--- src/rtl/rv_ctrl_pkg.sv ---
// Shared types and constants for the RV32I multi-cycle sequencer.
package rv_ctrl_pkg;

    localparam int unsigned XLEN    = 32;
    localparam int unsigned STATE_W = 3;
    localparam int unsigned TMO_W   = 8;

    typedef enum logic [STATE_W-1:0] {
        CTRL_IDLE   = 3'd0,
        CTRL_FETCH  = 3'd1,
        CTRL_DECODE = 3'd2,
        CTRL_EXEC   = 3'd3,
        CTRL_MEM    = 3'd4,
        CTRL_WB     = 3'd5,
        CTRL_HALT   = 3'd6,
        CTRL_FAULT  = 3'd7
    } ctrl_state_e;

    localparam logic [XLEN-1:0]  INST_NOP            = 32'h0000_0013;
    localparam logic [XLEN-1:0]  RESET_PC_DEFAULT    = 32'h0000_0000;
    localparam logic [TMO_W-1:0] MEM_TIMEOUT_DEFAULT = 8'd255;

endpackage

--- src/rtl/multicycle_ctrl_if.sv ---
// Sequencer bus bundle: instruction/data memory handshakes, decoder
// feedback and status.
//   master : the sequencer (drives requests, IR/PC, GRF strobe, status)
//   slave  : memories, decoder and jump logic (drive acks and controls)
interface multicycle_ctrl_if;
    import rv_ctrl_pkg::*;

    logic                 i_Start_1;
    logic                 o_IMemReq_1;
    logic [XLEN-1:0]      o_IMemAddr_32;
    logic                 i_IMemAck_1;
    logic [XLEN-1:0]      i_IMemRData_32;
    logic [XLEN-1:0]      o_Inst_32;
    logic [XLEN-1:0]      o_PC_32;
    logic                 i_Load_1;
    logic                 i_Store_1;
    logic                 i_GRFWen_1;
    logic                 i_Halt_1;
    logic                 i_Jump_1;
    logic [XLEN-1:0]      i_JumpTarget_32;
    logic                 o_DMemReq_1;
    logic                 o_DMemWe_1;
    logic                 i_DMemAck_1;
    logic                 o_GRFWen_1;
    logic [STATE_W-1:0]   o_State_3;
    logic                 o_Halted_1;
    logic                 o_Fault_1;
    logic [XLEN-1:0]      o_InstRet_32;

    modport master (
        input  i_Start_1, i_IMemAck_1, i_IMemRData_32, i_Load_1, i_Store_1,
               i_GRFWen_1, i_Halt_1, i_Jump_1, i_JumpTarget_32, i_DMemAck_1,
        output o_IMemReq_1, o_IMemAddr_32, o_Inst_32, o_PC_32, o_DMemReq_1,
               o_DMemWe_1, o_GRFWen_1, o_State_3, o_Halted_1, o_Fault_1,
               o_InstRet_32
    );

    modport slave (
        output i_Start_1, i_IMemAck_1, i_IMemRData_32, i_Load_1, i_Store_1,
               i_GRFWen_1, i_Halt_1, i_Jump_1, i_JumpTarget_32, i_DMemAck_1,
        input  o_IMemReq_1, o_IMemAddr_32, o_Inst_32, o_PC_32, o_DMemReq_1,
               o_DMemWe_1, o_GRFWen_1, o_State_3, o_Halted_1, o_Fault_1,
               o_InstRet_32
    );

endinterface

--- src/rtl/ctrl_timeout_cnt.sv ---
// Memory-wait counter.
//   clk, rst_n : clock, async active-low reset (count -> 0)
//   clear      : restart the count (entry into a waiting state)
//   enable     : this cycle is a wait without ack
//   expired    : this waiting cycle brings the count to MEM_TIMEOUT
module ctrl_timeout_cnt
    import rv_ctrl_pkg::*;
#(
    parameter logic [TMO_W-1:0] MEM_TIMEOUT = MEM_TIMEOUT_DEFAULT
) (
    input  logic clk,
    input  logic rst_n,
    input  logic clear,
    input  logic enable,
    output logic expired
);

    logic [TMO_W-1:0] count_q;

    // Saturating wait count; clear has priority.
    always_ff @(posedge clk or negedge rst_n) begin
        if (!rst_n) begin
            count_q <= '0;
        end else if (clear) begin
            count_q <= '0;
        end else if (enable && (count_q != '1)) begin
            count_q <= count_q + TMO_W'(1);
        end
    end

    // Fire on the wait that would make the count equal MEM_TIMEOUT, so an
    // ack in that same cycle (enable low) still wins.
    assign expired = enable && (count_q == (MEM_TIMEOUT - TMO_W'(1)));

endmodule

--- src/rtl/multicycle_ctrl.sv ---
// Multi-cycle RV32I sequencer: owns PC/IR, walks FETCH/DECODE/EXEC/MEM/WB,
// arbitrates imem/dmem handshakes, gates the GRF write and traps on bus
// timeout or a misaligned jump target.
//   i_Clk_1, i_RstN_1 : clock, async active-low reset
//   bus (master)      : memory handshakes, decoder controls, IR/PC, status
module multicycle_ctrl
    import rv_ctrl_pkg::*;
#(
    parameter logic [XLEN-1:0]  RESET_PC    = RESET_PC_DEFAULT,
    parameter logic [TMO_W-1:0] MEM_TIMEOUT = MEM_TIMEOUT_DEFAULT
) (
    input  logic              i_Clk_1,
    input  logic              i_RstN_1,
    multicycle_ctrl_if.master bus
);

    ctrl_state_e     state_q, state_d;
    logic [XLEN-1:0] pc_q, ir_q, instret_q;
    logic            dmem_we_q;

    logic            imem_req_c, dmem_req_c, grf_wen_c;
    logic            wait_en_c, tmo_clear_c, tmo_expired;
    logic            jump_bad_c;
    logic [XLEN-1:0] jump_tgt_c;
    logic            unused_jump_lsb;

    assign unused_jump_lsb = bus.i_JumpTarget_32[0];

    // Jump target is halfword-forced; a set bit 1 is a misaligned target.
    assign jump_tgt_c = {bus.i_JumpTarget_32[XLEN-1:1], 1'b0};
    assign jump_bad_c = bus.i_Jump_1 && jump_tgt_c[1];

    // State register.
    always_ff @(posedge i_Clk_1 or negedge i_RstN_1) begin
        if (!i_RstN_1) begin
            state_q <= CTRL_IDLE;
        end else begin
            state_q <= state_d;
        end
    end

    // Next state and per-state strobes.
    always_comb begin
        state_d    = state_q;
        imem_req_c = 1'b0;
        dmem_req_c = 1'b0;
        grf_wen_c  = 1'b0;
        wait_en_c  = 1'b0;
        case (state_q)
            CTRL_IDLE: begin
                if (bus.i_Start_1) state_d = CTRL_FETCH;
            end
            CTRL_FETCH: begin
                imem_req_c = 1'b1;
                wait_en_c  = !bus.i_IMemAck_1;
                if (bus.i_IMemAck_1)  state_d = CTRL_DECODE;
                else if (tmo_expired) state_d = CTRL_FAULT;
            end
            CTRL_DECODE: begin
                state_d = CTRL_EXEC;
            end
            CTRL_EXEC: begin
                if (bus.i_Halt_1)                        state_d = CTRL_HALT;
                else if (bus.i_Load_1 || bus.i_Store_1) state_d = CTRL_MEM;
                else                                     state_d = CTRL_WB;
            end
            CTRL_MEM: begin
                dmem_req_c = 1'b1;
                wait_en_c  = !bus.i_DMemAck_1;
                if (bus.i_DMemAck_1)  state_d = CTRL_WB;
                else if (tmo_expired) state_d = CTRL_FAULT;
            end
            CTRL_WB: begin
                if (jump_bad_c) begin
                    state_d = CTRL_FAULT;
                end else begin
                    grf_wen_c = bus.i_GRFWen_1 || bus.i_Load_1;
                    state_d   = CTRL_FETCH;
                end
            end
            CTRL_HALT:  state_d = CTRL_HALT;
            CTRL_FAULT: state_d = CTRL_FAULT;
            default:    state_d = CTRL_FAULT;
        endcase
    end

    // Restart the wait count whenever a handshake state is entered.
    assign tmo_clear_c = ((state_d == CTRL_FETCH) || (state_d == CTRL_MEM)) &&
                         (state_d != state_q);

    ctrl_timeout_cnt #(
        .MEM_TIMEOUT (MEM_TIMEOUT)
    ) u_timeout (
        .clk     (i_Clk_1),
        .rst_n   (i_RstN_1),
        .clear   (tmo_clear_c),
        .enable  (wait_en_c),
        .expired (tmo_expired)
    );

    // PC, IR, retire count and latched store flag.
    always_ff @(posedge i_Clk_1 or negedge i_RstN_1) begin
        if (!i_RstN_1) begin
            pc_q      <= RESET_PC;
            ir_q      <= INST_NOP;
            instret_q <= '0;
            dmem_we_q <= 1'b0;
        end else begin
            if ((state_q == CTRL_FETCH) && bus.i_IMemAck_1) begin
                ir_q <= bus.i_IMemRData_32;
            end
            if ((state_q == CTRL_EXEC) && (state_d == CTRL_MEM)) begin
                dmem_we_q <= bus.i_Store_1;
            end
            if ((state_q == CTRL_WB) && !jump_bad_c) begin
                pc_q      <= bus.i_Jump_1 ? jump_tgt_c : (pc_q + XLEN'(4));
                instret_q <= instret_q + XLEN'(1);
            end
        end
    end

    assign bus.o_IMemReq_1   = imem_req_c;
    assign bus.o_IMemAddr_32 = pc_q;
    assign bus.o_Inst_32     = ir_q;
    assign bus.o_PC_32       = pc_q;
    assign bus.o_DMemReq_1   = dmem_req_c;
    assign bus.o_DMemWe_1    = dmem_we_q && (state_q == CTRL_MEM);
    assign bus.o_GRFWen_1    = grf_wen_c;
    assign bus.o_State_3     = STATE_W'(state_q);
    assign bus.o_Halted_1    = (state_q == CTRL_HALT);
    assign bus.o_Fault_1     = (state_q == CTRL_FAULT);
    assign bus.o_InstRet_32  = instret_q;

endmodule

--- src/flat_wrapper.sv ---
// flat-port wrapper written by rule: the top's interface ports become plain ports
module multicycle_ctrl_flat import rv_ctrl_pkg::*;
#(
    parameter logic [XLEN-1:0]  RESET_PC    = RESET_PC_DEFAULT,
    parameter logic [TMO_W-1:0] MEM_TIMEOUT = MEM_TIMEOUT_DEFAULT
)
  (i_Clk_1, i_RstN_1, bus_i_Start_1, bus_i_IMemAck_1, bus_i_IMemRData_32, bus_i_Load_1, bus_i_Store_1, bus_i_GRFWen_1, bus_i_Halt_1, bus_i_Jump_1, bus_i_JumpTarget_32, bus_i_DMemAck_1, bus_o_IMemReq_1, bus_o_IMemAddr_32, bus_o_Inst_32, bus_o_PC_32, bus_o_DMemReq_1, bus_o_DMemWe_1, bus_o_GRFWen_1, bus_o_State_3, bus_o_Halted_1, bus_o_Fault_1, bus_o_InstRet_32);
  multicycle_ctrl_if bus_i ();
  input  logic i_Clk_1;
  input  logic i_RstN_1;
  input wire logic [$bits(bus_i.i_Start_1)-1:0] bus_i_Start_1;
  input wire logic [$bits(bus_i.i_IMemAck_1)-1:0] bus_i_IMemAck_1;
  input wire logic [$bits(bus_i.i_IMemRData_32)-1:0] bus_i_IMemRData_32;
  input wire logic [$bits(bus_i.i_Load_1)-1:0] bus_i_Load_1;
  input wire logic [$bits(bus_i.i_Store_1)-1:0] bus_i_Store_1;
  input wire logic [$bits(bus_i.i_GRFWen_1)-1:0] bus_i_GRFWen_1;
  input wire logic [$bits(bus_i.i_Halt_1)-1:0] bus_i_Halt_1;
  input wire logic [$bits(bus_i.i_Jump_1)-1:0] bus_i_Jump_1;
  input wire logic [$bits(bus_i.i_JumpTarget_32)-1:0] bus_i_JumpTarget_32;
  input wire logic [$bits(bus_i.i_DMemAck_1)-1:0] bus_i_DMemAck_1;
  output wire logic [$bits(bus_i.o_IMemReq_1)-1:0] bus_o_IMemReq_1;
  output wire logic [$bits(bus_i.o_IMemAddr_32)-1:0] bus_o_IMemAddr_32;
  output wire logic [$bits(bus_i.o_Inst_32)-1:0] bus_o_Inst_32;
  output wire logic [$bits(bus_i.o_PC_32)-1:0] bus_o_PC_32;
  output wire logic [$bits(bus_i.o_DMemReq_1)-1:0] bus_o_DMemReq_1;
  output wire logic [$bits(bus_i.o_DMemWe_1)-1:0] bus_o_DMemWe_1;
  output wire logic [$bits(bus_i.o_GRFWen_1)-1:0] bus_o_GRFWen_1;
  output wire logic [$bits(bus_i.o_State_3)-1:0] bus_o_State_3;
  output wire logic [$bits(bus_i.o_Halted_1)-1:0] bus_o_Halted_1;
  output wire logic [$bits(bus_i.o_Fault_1)-1:0] bus_o_Fault_1;
  output wire logic [$bits(bus_i.o_InstRet_32)-1:0] bus_o_InstRet_32;
  assign bus_i.i_Start_1 = bus_i_Start_1;
  assign bus_i.i_IMemAck_1 = bus_i_IMemAck_1;
  assign bus_i.i_IMemRData_32 = bus_i_IMemRData_32;
  assign bus_i.i_Load_1 = bus_i_Load_1;
  assign bus_i.i_Store_1 = bus_i_Store_1;
  assign bus_i.i_GRFWen_1 = bus_i_GRFWen_1;
  assign bus_i.i_Halt_1 = bus_i_Halt_1;
  assign bus_i.i_Jump_1 = bus_i_Jump_1;
  assign bus_i.i_JumpTarget_32 = bus_i_JumpTarget_32;
  assign bus_i.i_DMemAck_1 = bus_i_DMemAck_1;
  assign bus_o_IMemReq_1 = bus_i.o_IMemReq_1;
  assign bus_o_IMemAddr_32 = bus_i.o_IMemAddr_32;
  assign bus_o_Inst_32 = bus_i.o_Inst_32;
  assign bus_o_PC_32 = bus_i.o_PC_32;
  assign bus_o_DMemReq_1 = bus_i.o_DMemReq_1;
  assign bus_o_DMemWe_1 = bus_i.o_DMemWe_1;
  assign bus_o_GRFWen_1 = bus_i.o_GRFWen_1;
  assign bus_o_State_3 = bus_i.o_State_3;
  assign bus_o_Halted_1 = bus_i.o_Halted_1;
  assign bus_o_Fault_1 = bus_i.o_Fault_1;
  assign bus_o_InstRet_32 = bus_i.o_InstRet_32;
  multicycle_ctrl #(.RESET_PC(RESET_PC), .MEM_TIMEOUT(MEM_TIMEOUT)) u_core (.i_Clk_1(i_Clk_1), .i_RstN_1(i_RstN_1), .bus(bus_i));
endmodule
--- config.mk ---
export PLATFORM = sky130hd
export DESIGN_NAME = multicycle_ctrl_flat
export DESIGN_NICKNAME = d
export VERILOG_FILES = /design/src/rtl/rv_ctrl_pkg.sv /design/src/rtl/multicycle_ctrl_if.sv /design/src/rtl/ctrl_timeout_cnt.sv /design/src/rtl/multicycle_ctrl.sv /design/src/flat_wrapper.sv
export SDC_FILE = /design/constraint.sdc
export NUM_CORES = 1
export LEC_CHECK = 0
export BUFFER_PORTS_ARGS = -buffer_cell sky130_fd_sc_hd__buf_2
export CAP_MARGIN = 20
export CORE_MARGIN = 1.5
export CORE_UTILIZATION = 50
export DETAILED_ROUTE_END_ITERATION = 8
export GPL_TIMING_DRIVEN = 0
export PLACE_DENSITY = 0.89
export SYNTH_ARGS = -nofsm -noshare
export SYNTH_HDL_FRONTEND = slang
export SYNTH_HIERARCHICAL = 1
export SYNTH_SLANG_ARGS = --single-unit
export TNS_END_PERCENT = 50
--- constraint.sdc ---
create_clock -name i_Clk_1 -period 3.3 [get_ports i_Clk_1]
set_clock_uncertainty 0.1 [all_clocks]
set_input_delay 0.33 -clock i_Clk_1 [delete_from_list [all_inputs] [get_ports i_Clk_1]]
set_output_delay 0.33 -clock i_Clk_1 [all_outputs]
set_load 0.02 [all_outputs]
==> metrics.txt, run 1 <==
status completed; clk sink count 107; Final setup viols 0; H-Tree Depth 3; relative slew slack between 40% and 50%; Power, Total 0.00578 W; commonest cells after routing, fill and taps aside buf_2, dfrtp_1, nand2_1, nor2_1, nand3_1; flops & latches, synth 107; Synth Area per Inst slightly below 10 sq um; CP arrival 3.15 ns; CTS root buf clkbuf_16; Yosys cell types 56; # IOs approximately 210; critical path startpoint category flop; worst endpoint required time roughly 3.4 ns; measured slew at the worst slew-check pin 0.819 ns; Hold Crit Start bus_i_IMemRData_32[31]; CP cell instances clkbuf_1 -> nand2b_1 -> nor2_1 -> a21o_1 -> and3_1 -> and3_1 -> nand3_1 -> o21ai_0 -> nor2_1 -> clkbuf_2 -> nor2_1 -> mux2_1; hold slack final 0.0842 ns; layout cell share with drive strength beyond 1 39.5%; LEAKAGE 3.63 nW; Worst path max stage delay ~0.38 ns; RePlAce Congestion around 0.92; Die Footprint 0.0119 sq mm; CP max-delay cell dfrtp_1; Final period util 91.5%; Flop pwr share between 30% and 40%; worst flop-to-flop path endpoint u_core/u_timeout/count_q[5]$_DFFE_PN0P_; R2R Setup Slk 0.28 ns; Switching Share 43.0%; post-CTS setup buffer count 0; maximum VDD drop 0.507 mV; Vias/cell 5.50; Sw Pwr 0.00249 W; commonest non-fill, non-tap cell in the layout buf_2; max-slew violations 0; total track usage 27.5%; WHS Path Cells 2; Pint about 0.0033 W; CP endpoint kind flop; combinational share of power between 40% and 50%; initial antenna violation count 0; ANT cells 0; Final HPWL DP 11500 microns; antenna-violating nets left 0; min Tclk post-route slightly above 3 ns; first-pass GRT wire length 25000 microns; Rows 38; final hold vios 0; Max FO, Critical Path 10; PortBufs 207; synthesized area 0.00564 sq mm; CP most frequent cell nor2_1; Layout area overhead 27.5%; hold crit path type input port to flop; Yosys warning count 6; final WL 15700 microns; CTS tree done; largest net degree at the start of global routing 63; die span in x 109 microns; DR WL/cell 16.9 microns; core footprint 0.0109 sq mm; chip height 109 microns; Fmax between 300 and 400 MHz; FF-to-FF path depth 12; Min-Delay Endpoint u_core/bus.o_Inst_32[31]$_DFFE_PN0P_; ys async rst share 100%; Syn Inst Count between 500 and 600; clock share of power 18.3%; unrepaired setup endpoints after global routing false; cts bufs inserted 9; Worst R2R Start u_core/bus.o_State_3[2]$_DFF_PN0_; post-synthesis sequential area ratio around 48%; Nets 866; Max Buffers Root-to-Sink 2; number of max-cap violations 0; Vias 5129; pwr dens 804 mW/mm^2; Post-synth EDFFs 0; starting density of the core 51.6%; Post-synth top flop dfrtp_1; first-pass detailed-route iteration total 5; setup tns final 0 ns; DRC errors left 0; clock-pin slew on the worst setup and hold paths 0.08 ns; Crit Path Class flop to flop; total congestion overflow 0; vias in the first global route 4942; Worst-Skew Late Latency approximately 0.35 ns; initial DRC count about 480
## worst max path at each step
| stage | slack, ns | endpoint | startpoint | cells after the start |
|---|---|---|---|---|
| after global routing | 0.02 | u_core/u_timeout/count_q[5]$_DFFE_PN0P_ | u_core/bus.o_State_3[2]$_DFF_PN0_ | 12 |
| after detailed placement | 0.12 | u_core/u_timeout/count_q[5]$_DFFE_PN0P_ | u_core/bus.o_State_3[1]$_DFF_PN0_ | 10 |
| after CTS | 0.11 | u_core/u_timeout/count_q[5]$_DFFE_PN0P_ | u_core/bus.o_State_3[1]$_DFF_PN0_ | 10 |
| final | 0.28 | u_core/u_timeout/count_q[5]$_DFFE_PN0P_ | u_core/bus.o_State_3[2]$_DFF_PN0_ | 12 |
| after global placement | 0.21 | u_core/u_timeout/count_q[1]$_DFFE_PN0P_ | u_core/bus.o_State_3[1]$_DFF_PN0_ | 10 |
| after floorplan | 0.51 | u_core/u_timeout/count_q[0]$_DFFE_PN0P_ | u_core/bus.o_State_3[2]$_DFF_PN0_ | 12 |
## what timing repair did
item / CTS / global route
setup endpoints to repair: 0 / 6
hold endpoints to repair: 22 / 0
hold buffers: 1 / 0
gates resized for setup: 0 / 4
## power by group through the flow
| stage | clock network [W] | logic, W | registers, W |
|---|---|---|---|
| floorplan | 0 | 0.00122 | 0.00258 |
| global placement | 0 | 0.00249 | 0.00215 |
| detailed placement | 0 | 0.00255 | 0.00218 |
| CTS | 0.00108 | 0.00256 | 0.00216 |
| global route | 0.00115 | 0.00278 | 0.00224 |
| finish | 0.00106 | 0.00256 | 0.00216 |
## flip-flops by register name, summed over array words and instances (netlist names)
name / cells
u_core/bus.o_Inst_32: 32
u_core/dmem_we_q: 1
u_core/u_timeout/count_q: 8
u_core/bus.o_State_3: 3
u_core/bus.o_InstRet_32: 32
u_core/bus.o_IMemAddr_32: 31
## cell usage after synthesis, drive strengths merged, types with 16 or more instances
master | number | area, sq um
nand2 | 57 | 214
buf | 40 | 289
mux2 | 37 | 417
o21ai | 23 | 115
clkbuf | 16 | 60.1
nor2 | 41 | 154
nand4 | 25 | 178
nand3 | 35 | 175
dfrtp | 104 | 2600
xnor2 | 20 | 175
a21oi | 25 | 125
## routing by layer
layer | up-vias | global-route usage, % | part of all wire [%]
met5 | - | 0 | 0
met4 | 0 | 10.5 | 2.6
met3 | 38 | 4.78 | 6.7
met2 | 229 | 46.0 | 50
met1 | 2419 | 35.8 | 40
li1 | 2443 | - | -
## critical path: cells and delay by family, from the launching register on
kind,cells,cell delay (ns)
multiplexers,1,0.29
AO/OA/AOI/OAI,2,0.37
buffers and inverters,2,0.61
flip-flops,1,0.38
AND/OR/NAND/NOR,7,1.13
## stage by stage
| stage | setup slack, ns | utilization [%] | instances | area [sq um] |
|---|---|---|---|---|
| after CTS | 0.111 | 65.7 | 933 | 7190 |
| after floorplan | 0.511 | - | 568 | 5640 |
| after global routing | 0.0195 | 65.8 | 933 | 7190 |
| final | 0.282 | 65.8 | 933 | 7190 |
| after detailed placement | 0.119 | 63.0 | 916 | 6890 |
| after global placement | 0.208 | 62.7 | 915 | 6860 |
## cell families (layout without fill, tap and decap cells)
family                   count (synthesis)  after routing  synth area share, %
multiplexers                            40             40                 7.92
adder cells (fa/ha/maj)                  4              4                0.887
XOR/XNOR                                34             34                 5.28
AND/OR/NAND/NOR                        222            222                 21.1
AO/OA/AOI/OAI                           88             88                 10.0
flip-flops                             107            107                 47.5
buffers and inverters                   71            296                 7.19
other                                    1              2               0.0665
## area by class of cell
cell class | count | area [sq um]
multi-input cells | 390 | 2560
fillers | 881 | 3740
plain buffers | 56 | 352
flip-flops and latches | 107 | 2680
repair buffers | 209 | 1080
clock buffers | 10 | 239
inverters | 15 | 56.3
well taps | 140 | 175
clock inverters | 6 | 55.1
Power figures use the tool's default switching activity.
==> run 2: changes to the inputs <==
--- a/config.mk
+++ b/config.mk
@@ -10,7 +10,6 @@
 export CORE_MARGIN = 1.5
 export CORE_UTILIZATION = 50
 export DETAILED_ROUTE_END_ITERATION = 8
-export GPL_TIMING_DRIVEN = 0
 export PLACE_DENSITY = 0.89
 export SYNTH_ARGS = -nofsm -noshare
 export SYNTH_HDL_FRONTEND = slang
==> metrics.txt, run 2 (synthesized netlist as in run 1, its figures left out) <==
Placed Cells 870; Pint 0.00319 W; hold crit path type input port to flop; worst endpoint required time ~2.9 ns; Critical Path Start u_core/bus.o_State_3[0]$_DFF_PN0_; cts bufs inserted 9; pwr dens 806 mW/mm^2; commonest non-fill, non-tap cell in the layout buf_2; Layout area overhead 23.1%; critical path startpoint category flop; die span in x 109 microns; clock share of power about a fifth; H-Tree Depth 3; CTS tree done; post-route insts no fill 887; Crit Path Class flop to output port; core footprint 0.0109 sq mm; combinational share of power just over 40%; final WL 14600 microns; antenna-violating nets left 0; Filler cells between 800 and 900; number of max-cap violations 0; layout cell share with drive strength beyond 1 between 30% and 40%; total congestion overflow 0; Switching Share 42.9%; Power, Total 0.00559 W; total track usage 24.7%; commonest cells after routing, fill and taps aside buf_2, dfrtp_1, nand2_1, nor2_1, nand3_1; Die Footprint roughly 0.012 sq mm; Worst-Skew Late Latency 0.34 ns; Final HPWL DP 10600 microns; first-pass GRT wire length ~23000 microns; PortBufs 207; worst flop-to-flop path endpoint u_core/u_timeout/count_q[5]$_DFFE_PN0P_; DRC errors left 0; Nets 820; maximum VDD drop 0.513 mV; R2R Setup Slk 0.76 ns; chip height 109 microns; CP arrival around 2.1 ns; measured slew at the worst slew-check pin 0.726 ns; ANT cells 0; Flop pwr share roughly 39%; initial DRC count ~330; CP endpoint kind output port; Worst R2R Start u_core/bus.o_State_3[0]$_DFF_PN0_; relative slew slack 51.2%; # IOs between 200 and 250; LEAKAGE 3.46 nW; max-slew violations 0; post-CTS setup buffer count 0; unrepaired setup endpoints after global routing false; clk sink count 107; Max FO, Critical Path 24; starting density of the core 51.6%; CTS root buf clkbuf_16; RePlAce Congestion between 0.8 and 0.9; Max Buffers Root-to-Sink 2; DR WL/cell 16.5 microns; Sw Pwr between 0.002 and 0.0025 W; vias in the first global route 4671; FF-to-FF path depth 11; setup tns final 0 ns; largest net degree at the start of global routing 62; Final setup viols 0; first-pass detailed-route iteration total 5; Fmax 393 MHz; Vias around 5000; Rows 38; Worst Setup EP bus_o_GRFWen_1; Vias/cell roughly 5.6; min Tclk post-route 2.54 ns; Final period util 77.0%; final hold vios 0; status completed; initial antenna violation count 0; clock-pin slew on the worst setup and hold paths 0.07 ns
-- run 2: cell count changes in the layout (fill, tap and decap cells not counted), sizes merged --
cell / previous run / this run
buf: 248 / 218
clkbuf: 26 / 10
bufinv: 0 / 1
clkinvlp: 2 / 1
-- run 2: layer usage --
metal / global-route usage (%) / vias up / wire length (microns) / part of all wire, %
met5: 0 / - / 0 / 0
met4: 12.2 / 0 / 518 / 3.5
met3: 3.53 / 43 / 706 / 4.8
met2: 39.6 / 193 / 7200 / 49
met1: 32.8 / 2399 / 6190 / 42
li1: - / 2345 / - / -
-- run 2: worst max-delay path: stages, from the launching register on --
cell and delay [ns]:
dfrtp_1 0.54, and3b_1 0.37, nand2_1 0.26, buf_4 0.31, nor2_1 0.12, buf_2 0.17
-- run 2: how the worst min path moves through the flow --
stage / slack, ns / from / depth (start not counted) / endpoint
2_1_floorplan: -0.07 / i_RstN_1 / 0 / u_core/bus.o_IMemAddr_32[10]$_DFFE_PN0P_
3_3_place_gp: 0.28 / i_RstN_1 / 1 / u_core/bus.o_Inst_32[31]$_DFFE_PN0P_
3_5_place_dp: 0.29 / i_RstN_1 / 1 / u_core/bus.o_Inst_32[31]$_DFFE_PN0P_
4_1_cts: 0.08 / bus_i_JumpTarget_32[15] / 3 / u_core/bus.o_IMemAddr_32[15]$_DFFE_PN0P_
5_1_grt: 0.08 / bus_i_JumpTarget_32[8] / 3 / u_core/bus.o_IMemAddr_32[8]$_DFFE_PN0P_
6_report: 0.09 / bus_i_JumpTarget_32[15] / 3 / u_core/bus.o_IMemAddr_32[15]$_DFFE_PN0P_
-- run 2: area by class of cell --
cell class	count	area, sq um	area share (%)
Timing Repair Buffer	219	1160	16.7
Sequential cell	107	2680	38.6
Inverter	15	56.3	0.811
Clock inverter	6	68.8	0.991
Clock buffer	10	239	3.44
Tap cell	140	175	2.52
Multi-Input combinational cell	390	2570	37.0
-- run 2: repair_timing --
action,CTS,global route
hold buffers,1,0
resized for setup,0,0
endpoints found under the hold margin,46,0
-- run 2: power by group through the flow --
stage / sequential, W / combinational (W) / clock [W]
final: 0.00220 / 0.00229 / 0.00111
after global routing: 0.00228 / 0.00247 / 0.00119
after CTS: 0.00219 / 0.00230 / 0.00114
after detailed placement: 0.00222 / 0.00229 / 0
after global placement: 0.00218 / 0.00223 / 0
after floorplan: 0.00258 / 0.00122 / 0
-- run 2: through the flow --
stage / worst slack [ns] / hold slack [ns] / util (%) / area (sq um)
after floorplan: 0.511 / -0.0656 / - / 5640
after global placement: 0.889 / 0.276 / 60.6 / 6630
after detailed placement: 0.796 / 0.286 / 60.6 / 6630
after CTS: 0.732 / 0.0837 / 63.5 / 6940
after global routing: 0.605 / 0.0843 / 63.5 / 6940
final: 0.759 / 0.0909 / 63.5 / 6940
==> run 3: changes to the inputs <==
--- a/config.mk
+++ b/config.mk
@@ -5,12 +5,13 @@
 export SDC_FILE = /design/constraint.sdc
 export NUM_CORES = 1
 export LEC_CHECK = 0
+export ABC_AREA = 1
 export BUFFER_PORTS_ARGS = -buffer_cell sky130_fd_sc_hd__buf_2
 export CAP_MARGIN = 20
 export CORE_MARGIN = 1.5
-export CORE_UTILIZATION = 50
+export CORE_UTILIZATION = 47
 export DETAILED_ROUTE_END_ITERATION = 8
-export PLACE_DENSITY = 0.89
+export PLACE_DENSITY = 0.86
 export SYNTH_ARGS = -nofsm -noshare
 export SYNTH_HDL_FRONTEND = slang
 export SYNTH_HIERARCHICAL = 1
==> constraint.sdc (replaced) <==
create_clock -name i_Clk_1 -period 2.2 [get_ports i_Clk_1]
set_clock_uncertainty 0.1 [all_clocks]
set_input_delay 0.22 -clock i_Clk_1 [delete_from_list [all_inputs] [get_ports i_Clk_1]]
set_output_delay 0.22 -clock i_Clk_1 [all_outputs]
set_load 0.02 [all_outputs]
==> metrics.txt, run 3 <==
worst setup margin -0.104 ns; unrepaired setup endpoints after global routing true; pwr dens 1170 mW/mm^2; RePlAce Congestion 0.931; Post-synth EDFFs 0; critical path startpoint category flop; min Tclk post-route 2.30 ns; area share of the largest cell type after synthesis 40.1%; Max FO, Critical Path 5; Layout area overhead 32.5%; Post-synth top cells nand2_1, dfrtp_1, inv_1, nor2_1, nand3_1; relative slew slack between 60% and 70%; Syn Inst Count 917; DRC errors left 0; DR WL/cell 14.0 microns; Nets 1254; total congestion overflow 0; initial antenna violation count 2; Critical Path Start u_core/bus.o_State_3[1]$_DFF_PN0_; final WL 19000 microns; Worst-Skew Late Latency 0.35 ns; Worst R2R Start u_core/bus.o_State_3[1]$_DFF_PN0_; GR peak layer met2; synthesized area 0.00648 sq mm; flops & latches, synth 107; Yosys cell types 41; chip height 120 microns; initial DRC count 571; CP arrival 2.44 ns; vias in the first global route 6223; number of max-cap violations 0; post-synthesis sequential area ratio between 40% and 50%; Post-synth top flop dfrtp_1; Crit Path Class flop to flop; hold crit path type input port to flop; LEAKAGE 4.65 nW; met3 Use GR 4.25%; max-slew violations 0; CTS root buf clkbuf_16; maximum VDD drop 0.549 mV; Final Core Density 64.4%; largest area contributor in the netlist dfrtp_1; setup tns final -0.659 ns; commonest non-fill, non-tap cell in the layout nand2_1; largest net degree at the start of global routing 55; PortBufs 207; Rows between 40 and 50; Final HPWL DP between 10000 and 15000 microns; Hold Crit Start bus_i_JumpTarget_32[12]; failing checks setup timing; worst endpoint required time 2.34 ns; GR Util met1 between 30% and 40%; commonest cells after routing, fill and taps aside nand2_1, buf_2, dfrtp_1, inv_1, nor2_1; core footprint 0.0133 sq mm; layout cell share with drive strength beyond 1 26.8%; Die Footprint between 0.01 and 0.015 sq mm; clk sink count 107; Filler cells 1138; worst slack, placed -0.150 ns; Final period util 105%; starting density of the core 48.6%; # IOs 211; CP endpoint kind flop; H-Tree Depth 3; measured slew at the worst slew-check pin 0.561 ns; first-pass GRT wire length 30000 microns; Vias 6830; Yosys warning count 6; GR Util met2 43.7%; Vias/cell 5.03; ys async rst share 100%; final hold vios 0; Max Buffers Root-to-Sink 2; cts bufs inserted 9; die span in x 120 microns; clock-pin slew on the worst setup and hold paths 0.07 ns; fin area 0.00859 sq mm; Post-DP Area between 0.007 and 0.008 sq mm; Synth area leaders dfrtp_1, nand2_1, nand3_1; total track usage 25.9%; status finished with violations; Fmax 434 MHz; Synth Area per Inst between 7 and 8 sq um; most common cell in the netlist nand2_1; antenna-violating nets left 0; CTS tree done; first-pass detailed-route iteration total 5; Final setup viols 8
==> run 3: final cells by class <==
class                           count  area (sq um)  area share, %
Timing Repair Buffer              300          1870           21.7
Inverter                           93           364           4.24
Clock buffer                       12           246           2.87
Tap cell                          176           220           2.56
Multi-Input combinational cell    665          3150           36.7
Clock inverter                      4          51.3          0.597
Antenna cell                        2          5.00         0.0582
Sequential cell                   107          2690           31.3
==> run 3: timing repair <==
action,CTS,global route
endpoints found under the setup margin,9,9
buffers inserted,3,3
hold buffers,46,0
pin swaps,7,1
hold endpoints to repair,71,0
gates resized for setup,4,2
==> run 3: cells by family (layout without fill, tap and decap cells) <==
group / after synthesis / after routing / synth area share, %
AND/OR/NAND/NOR: 577 / 577 / 38.1
buffers and inverters: 146 / 409 / 10.9
flip-flops: 107 / 107 / 41.4
AO/OA/AOI/OAI: 48 / 48 / 4.30
XOR/XNOR: 34 / 34 / 4.59
adder cells (fa/ha/maj): 4 / 4 / 0.772
other: 1 / 4 / 0.0578
==> run 3: per-stage QoR <==
step | hold WS (ns) | power (W) | cells
CTS | 0.00647 | 0.00992 | 1354
finish | 0.0193 | 0.0100 | 1359
floorplan | -0.176 | 0.00667 | 918
detailed placement | 0.0742 | 0.00814 | 1289
global route | 0.0193 | 0.0107 | 1359
global placement | 0.0694 | 0.00804 | 1289
==> run 3: layer usage <==
layer / wire, microns / vias up
li1: - / 3371
met1: 7940 / 3127
met2: 9320 / 304
met3: 1330 / 28
met4: 422 / 0
met5: 0 / -
==> run 3: power by group <==
group,total (W),leakage (nW),internal [W],switching [W]
sequential,0.00339,1.36,0.00263,0.000757
combinational,0.00498,3.15,0.00182,0.00317
clock,0.00165,0.143,0.000916,0.000736
total,0.0100,4.65,0.00537,0.00466
==> run 3: path summary, 6_finish.rpt <==
path,to,slack (ns),cells past startpoint
max reg2reg,u_core/u_timeout/count_q[7]$_DFFE_PN0P_,-0.10,18
min,u_core/bus.o_IMemAddr_32[12]$_DFFE_PN0P_,0.02,3
min in group asynchronous,u_core/bus.o_State_3[0]$_DFF_PN0_,0.23,2
min reg2reg,u_core/bus.o_Inst_32[1]$_DFFE_PN1P_,0.38,2
max,u_core/u_timeout/count_q[7]$_DFFE_PN0P_,-0.10,18
max in group asynchronous,u_core/bus.o_Inst_32[0]$_DFFE_PN1P_,1.03,3
==> run 3: worst max-delay path, cell delays in order (launching register included) <==
cell and delay, ns:
dfrtp_2 0.45, inv_4 0.06, nand4_1 0.12, nand2_2 0.11, nand2_2 0.06, nor4_4 0.18
inv_1 0.09, nand3_1 0.07, nand2_1 0.08, nand3_2 0.11, nand3_1 0.08, nand2_1 0.09
nand2_1 0.06, nor2_2 0.16, inv_2 0.10, nand2_4 0.11, clkinv_4 0.07, nand2_1 0.06
nand2_1 0.06
